===== config.mk =====
export PLATFORM = sky130hd
export DESIGN_NAME = mem_port_arbiter
export DESIGN_NICKNAME = d
export VERILOG_FILES = /design/src/rtl/mem_port_arbiter.sv
export SDC_FILE = /design/constraint.sdc
export NUM_CORES = 1
export LEC_CHECK = 0
export CAP_MARGIN = 20
export CORE_MARGIN = 3
export CORE_UTILIZATION = 25
export CTS_CLUSTER_SIZE = 25
export DETAILED_ROUTE_END_ITERATION = 7
export HOLD_SLACK_MARGIN = 0.05
export PLACE_DENSITY = 0.59
export SLEW_MARGIN = 20
export SYNTH_ARGS = -nofsm -noshare
export SYNTH_HDL_FRONTEND = slang
export SYNTH_SLANG_ARGS = --single-unit

===== constraint.sdc =====
create_clock -name clk -period 2 [get_ports clk]
set_clock_uncertainty 0.1 [all_clocks]
set_input_delay 0.5 -clock clk [delete_from_list [all_inputs] [get_ports clk]]
set_output_delay 0.5 -clock clk [all_outputs]
set_load 0.02 [all_outputs]

===== src/rtl/mem_port_arbiter.sv =====
// rtl/mem_port_arbiter.sv - shares one RAM port between instruction fetch and load/store
// Optional feature: define ARB_ROUND_ROBIN_EN to alternate the winner of simultaneous requests.

module mem_port_arbiter #(
    parameter int MEM_LAT   = 2,
    parameter bit DATA_PRIO = 1'b1
) (
    input  logic        clk,
    input  logic        reset,
    input  logic        if_req,
    input  logic [31:0] if_addr,
    output logic        if_gnt,
    output logic        if_done,
    output logic [31:0] if_rdata,
    output logic        if_err,
    input  logic        d_req,
    input  logic        d_rw,
    input  logic [1:0]  d_size,
    input  logic [31:0] d_addr,
    input  logic [31:0] d_wdata,
    output logic        d_gnt,
    output logic        d_done,
    output logic [31:0] d_rdata,
    output logic        d_err,
    output logic        stall_if,
    output logic        mem_en,
    output logic        mem_rw,
    output logic [31:0] mem_addr,
    output logic [31:0] mem_wdata,
    output logic [1:0]  mem_size,
    input  logic [31:0] mem_rdata
);

    typedef enum logic [1:0] {IDLE, ACCESS, DONE} state_t;

    localparam logic [3:0] LAST_CNT = 4'(MEM_LAT - 1);

    state_t      state, state_next;
    logic [3:0]  cnt;
    logic        owner_d;
    logic [31:0] lat_addr, lat_wdata;
    logic        lat_rw;
    logic [1:0]  lat_size;
    logic        err_q;
    logic        gnt_if_q, gnt_d_q;

    logic        any_req, sel_d, tie_data;
    logic [31:0] win_addr, win_wdata;
    logic        win_rw, win_err;
    logic [1:0]  win_size;
    logic        last_beat, done_cyc;

    function automatic logic misaligned(input logic [1:0] size, input logic [1:0] a);
        return (size == 2'b11) || (size == 2'b10 && a != 2'b00) || (size == 2'b01 && a[0]);
    endfunction

`ifdef ARB_ROUND_ROBIN_EN
    logic rr_ptr;

    // Pointer 0 favours data; it flips only when both requesters compete.
    always_ff @(posedge clk) begin
        if (reset)
            rr_ptr <= 1'b0;
        else if (state == IDLE && if_req && d_req)
            rr_ptr <= ~rr_ptr;
    end

    assign tie_data = ~rr_ptr;
`else
    assign tie_data = DATA_PRIO;
`endif

    always_comb begin
        any_req   = if_req || d_req;
        sel_d     = d_req && (!if_req || tie_data);
        win_addr  = sel_d ? d_addr : if_addr;
        win_rw    = sel_d ? d_rw : 1'b0;
        win_size  = sel_d ? d_size : 2'b10;
        win_wdata = sel_d ? d_wdata : 32'h0;
        win_err   = misaligned(win_size, win_addr[1:0]);
    end

    assign last_beat = (state == ACCESS) && (cnt == LAST_CNT);
    // A misaligned grant enters DONE in its grant cycle; done waits one cycle so it follows gnt.
    assign done_cyc  = (state == DONE) && !gnt_if_q && !gnt_d_q;

    always_ff @(posedge clk) begin
        if (reset)
            state <= IDLE;
        else
            state <= state_next;
    end

    always_comb begin
        state_next = state;
        case (state)
            IDLE:    if (any_req) state_next = win_err ? DONE : ACCESS;
            ACCESS:  if (last_beat) state_next = DONE;
            DONE:    if (done_cyc) state_next = IDLE;
            default: state_next = IDLE;
        endcase
    end

    always_ff @(posedge clk) begin
        if (reset) begin
            cnt       <= 4'd0;
            owner_d   <= 1'b0;
            lat_addr  <= 32'h0;
            lat_wdata <= 32'h0;
            lat_rw    <= 1'b0;
            lat_size  <= 2'b00;
            err_q     <= 1'b0;
            gnt_if_q  <= 1'b0;
            gnt_d_q   <= 1'b0;
            if_rdata  <= 32'h0;
            d_rdata   <= 32'h0;
        end else begin
            gnt_if_q <= 1'b0;
            gnt_d_q  <= 1'b0;
            case (state)
                IDLE: begin
                    if (any_req) begin
                        owner_d   <= sel_d;
                        lat_addr  <= win_addr;
                        lat_wdata <= win_wdata;
                        lat_rw    <= win_rw;
                        lat_size  <= win_size;
                        err_q     <= win_err;
                        cnt       <= 4'd0;
                        gnt_d_q   <= sel_d;
                        gnt_if_q  <= ~sel_d;
                    end
                end
                ACCESS: begin
                    cnt <= cnt + 4'd1;
                    if (last_beat && !lat_rw) begin
                        if (owner_d)
                            d_rdata <= mem_rdata;
                        else
                            if_rdata <= mem_rdata;
                    end
                end
                default: ;
            endcase
        end
    end

    always_comb begin
        mem_en    = 1'b0;
        mem_rw    = 1'b0;
        mem_addr  = 32'h0;
        mem_wdata = 32'h0;
        mem_size  = 2'b00;
        if_done   = 1'b0;
        if_err    = 1'b0;
        d_done    = 1'b0;
        d_err     = 1'b0;
        if (state == ACCESS) begin
            mem_en    = 1'b1;
            mem_rw    = lat_rw;
            mem_addr  = lat_addr;
            mem_wdata = lat_wdata;
            mem_size  = lat_size;
        end
        if (done_cyc) begin
            if (owner_d) begin
                d_done = 1'b1;
                d_err  = err_q;
            end else begin
                if_done = 1'b1;
                if_err  = err_q;
            end
        end
    end

    assign if_gnt   = gnt_if_q;
    assign d_gnt    = gnt_d_q;
    assign stall_if = if_req && !if_done;

endmodule


---- Yosys cells after proc, flatten, opt, wreduce, memory -nomap -nowiden ----
Index checks and enable logic that the tools add are counted.
cells by class
  add/sub/neg operators ................... 1
  equal/unequal tests ..................... 9
  muxes and demuxes ....................... 24
  bitwise logic cells ..................... 4
  reduce and logical (&&, ||, !) cells .... 23
operator list
  operator                                        count
  2-to-1 mux 32 bit                               4
  2-to-1 mux 2 bit                                6
  2-to-1 mux 1 bit                                11
  AND reduction 3 bit                             3
  case mux 4 bit (2 select lines)                 1
  logical AND 1 bit                               7
  == test 2 bit (second input constant)           3
  inequality test 2 bit (second input constant)   3
  case mux 2 bit (3 select lines)                 1
  adder 4 x 1 -> 4 bit (second input constant)    1
  == test 2 x 1 -> 1 bit (second input constant)  2
  == test 4 x 1 -> 1 bit (second input constant)  1
  logical NOT 1 bit                               4
  2-to-1 mux 4 bit                                1
  inverter 1 bit                                  4
  AND reduction 2 bit                             2
  nonzero test 2 bit                              2
  logical OR 1 bit                                3
  OR reduction 3 bit                              1
  logical NOT 2 bit                               1
word-level totals
  bits in registers ....................... 141
  input port bits ......................... 135
  output and inout port bits .............. 139
  word-level logic and storage cells ...... 73

---- Longest topological paths before layout ----
  depth after elaboration ................. 8
  gate-level depth with buffers ........... 6
  gate-level depth less buffers ........... 5

---- Least setup slack after synthesis ----
Ideal clock, no wire load.
  path kind ............................... reg-to-output
  from .................................... reg gnt_if_q (netlist: if_gnt)
  to ...................................... out if_err
  arrival time ............................ 1.465 ns
  data required time ...................... 1.400 ns
  slack ................................... -0.065 ns
  cell stages (with the launch flop) ...... 4
  buffers on the path ..................... 0
  cells stage by stage .................... dfxtp_1 nor4b_1 nor2b_1 and2_1
between the ends
  word-level cells in the longest chain between the ends .. 4
ends and longest elaborated chain
  item                             RTL line  text
  start: declaration               45        logic gnt_if_q, gnt_d_q;
  start signal: assignment         131       gnt_if_q <= ~sel_d;
  logical NOT 1 bit                85        assign done_cyc = (state == DONE) && !gnt_if_q && !gnt_d_q;
  logical AND 1 bit (2 in series)  85
  2-to-1 mux 1 bit                 165       if (done_cyc) begin
  end: declaration                 15        output logic if_err,
No other way between the ends.

---- Final worst setup path ----
  from .................................... reg state[0]
  to ...................................... out mem_wdata[15]
between the ends
  word-level cells in the longest chain between the ends .. 2
ends and longest elaborated chain
  item                      RTL line  text
  start: declaration        38        state_t state, state_next;
  start signal: assignment  91        state <= state_next;
  == test 2 x 1 -> 1 bit    158       if (state == ACCESS) begin
  2-to-1 mux 32 bit         158
  end: declaration          29        output logic [31:0] mem_wdata,
No other way between the ends.

==> impl_metrics.csv <==
group,metric,value,unit
clocking,clock-sinks,141,
cells_and_area,regArea,0.00283,sq mm
synthesis,ys_async_sr_fraction,0,%
die,initial_utilization,25.8,%
timing,setup_violations,72,
cells_and_area,final_cell_area,0.0103,sq mm
power,p_leak,0.00496,uW
global_route,grt_overflow_total,0,
power,p_per_area,783,mW/mm^2
timing,maxSlewViolCount,0,
timing,fin_crit,2.17,ns
global_route,grt_max_degree,100,
route,ant_nets,0,
timing,fin_crit_sh,109,%
placement,portBuffers,273,
route,drt-initial-drc-count,247,
die,fp-row-count,55,
run_status,status,"complete, but fails checks",
route,wirelength,20200,microns
synthesis,yosys_most_used_dff,"dfxtp_1",
timing,grt_setup_unrepaired,"true",
clocking,cts_tree,"yes",
clocking,clk_latency,0.41,ns
route,vias_per_cell,4.45,
route,wl_met3,976,microns
synthesis,synth_top_cell_by_area,"dfxtp_1",
clocking,numCtsBuffers,17,
clocking,clockBufferDepth,2,
die,die_h,160,microns
route,highest_layer,"met5",
placement,dpl_cell_area,0.00913,sq mm
critical_path,crit_fanout,5,
die,num_io_pins,274,
cells_and_area,multi_input_area,0.00299,sq mm
synthesis,synth_top_cells_by_area,"dfxtp_1 (48%), mux2i_1 (16%), and2_1 (7.4%)",
clocking,cts_root_buffer,"clkbuf_16",
route,drc,0,
synthesis,syn_area_per_cell,9.77,sq um
cells_and_area,fin_cells,1214,
critical_path,startpoint_type,"flip-flop",
timing,hold_violations,0,
synthesis,synth_area,0.00591,sq mm
timing,slew_headroom,72.4,%
synthesis,synth_most_common_cell,"dfxtp_1",
synthesis,ys_seq_elements,141,
route,drt-met1-wl,8570,microns
synthesis,synth_common_cells,"dfxtp_1 (141), nand2_1 (97), mux2i_1 (96)",
synthesis,syn-num-nets,742,
route,first_pass_iters,4,
clocking,clk_pin_slew,0.06,ns
timing,worst_slack,-0.172,ns
critical_path,r2r_slack,0.09,ns
timing,fmax,0.460,GHz
route,met2WireLength,10100,microns
cells_and_area,syn2layout_area_growth,74.1,%
timing,hold_slack,0.247,ns
cells_and_area,diodes,0,
route,wl_per_cell,16.6,microns
critical_path,required,1.40,ns
die,core_area,0.0229,sq mm
job,drv_cap,0,
synthesis,synth-edff-count,0,
placement,dp_hpwl,13500,microns
synthesis,ys_types,40,
placement,place.gp.congestion,0.740,
power,ir_drop,466,uV
synthesis,synth_cells,605,
cells_and_area,final_util,44.9,%
cells_and_area,fin_nets,1025,
synthesis,yosys_warnings,0,
critical_path,worst_setup_path_end_kind,"output pin",
timing,worst_slew_pin_slew,0.414,ns
critical_path,path_class,"reg2out",
synthesis,synth_top_cell_area_share,47.8,%
cells_and_area,final_layout_size_suffix_gt1_share,24.8,%
global_route,antenna_found_initial,1,
clocking,htreeDepth,4,
die,fp.dieW,160,microns
critical_path,arrival,1.57,ns
run_status,violations,"setup timing",
synthesis,synth.yosys.seq_area_share,47.8,%
placement,place_inst,1171,
die,die_area,0.0255,sq mm
cells_and_area,fill_cells,2245,
route,dr_total_vias,5408,
global_route,track_usage,15.0,%
global_route,grt_pass1_wl,30700,microns
worst_hold_path,hold_path_class,"in2reg",
global_route,first_global_vias,5425,
report_power, final:
part / internal [uW] / switching [uW]
sequential: 3020 / 113
clock: 1990 / 1330
combinational: 866 / 735
total: 5880 / 2180
kinds of logic (layout without fill, tap and decap cells):
group,after synthesis,after routing,synth area share (%)
buf+inv,56,352,4.83
fa+ha+maj,2,2,0.423
mux,96,96,16.3
simple gates,193,193,16.6
compound gates,117,117,14.1
flops,141,141,47.8
cell type report:
cell class	count	share of cell area, %
repair buffers	316	33.5
well taps	313	3.81
multi-input cells	408	29.0
clock buffers	18	4.17
inverters	4	0.219
clock inverters	14	1.80
flip-flops and latches	141	27.5
per-layer routing:
layer	GRT usage [%]	vias to the layer above
met3	3.68	36
met4	5.61	2
met5	0	-
li1	-	2673
met2	26.2	152
met1	17.8	2545
registers in the layout (all words and copies together) (netlist names):
| signal | count |
|---|---|
| cnt | 4 |
| lat_size | 2 |
| err_q | 1 |
| lat_wdata | 32 |
| state | 2 |
| d_gnt | 1 |
| lat_rw | 1 |
| d_rdata | 32 |
| if_rdata | 32 |
| if_gnt | 1 |
| lat_addr | 32 |
| owner_d | 1 |
placed cells by master (no fill, tap or decap), types with 3 or more instances in the layout:
cell,netlist,final
nor3_1,4,4
dfxtp_2,0,3
a211oi_1,35,35
o21ai_0,3,3
nor2_1,4,3
bufinv_16,0,3
buf_12,0,12
and2_4,0,54
and2_1,70,16
nand3_1,3,3
nand2_1,97,97
dlymetal6s2s_1,0,31
mux2i_1,96,95
buf_6,6,77
dfxtp_1,141,137
inv_6,0,4
a21oi_1,35,35
clkbuf_16,0,20
clkinv_4,0,3
clkinvlp_4,0,3
dlygate4sd2_1,0,26
buf_4,1,22
clkdlybuf4s50_1,0,142
a22o_1,34,34
final timing paths:
path / start / to / depth (start not counted)
max: state[0] / mem_wdata[15] / 7
min: d_req / if_gnt / 2
max reg2reg: cnt[1] / if_rdata[22] / 7
min reg2reg: if_rdata[12] / if_rdata[12] / 2
worst max-delay path, stage by stage, from the launching register on:
cell	delay, ns
dfxtp_4	0.35
buf_6	0.12
nand2b_4	0.09
inv_8	0.05
buf_12	0.14
clkbuf_16	0.15
and2_4	0.13
buf_6	0.12
repair_timing:
action,4_1_cts,5_1_grt
resized for setup,518,60
pin swaps,2,22
gates cloned,3,4
endpoints found under the setup margin,99,119
setup buffers,5,1
hold buffers,0,0
stage by stage:
step	TNS, ns	power [uW]	setup slack (ns)
finish	-5.93	8050	-0.172
floorplan	0	3880	0.0529
CTS	-8.54	8130	-0.195
global route	-10.46	8430	-0.231
detailed placement	-25.34	4600	-0.537
global placement	-23.15	4580	-0.526
No activity file was read; power rests on OpenSTA's default activity.
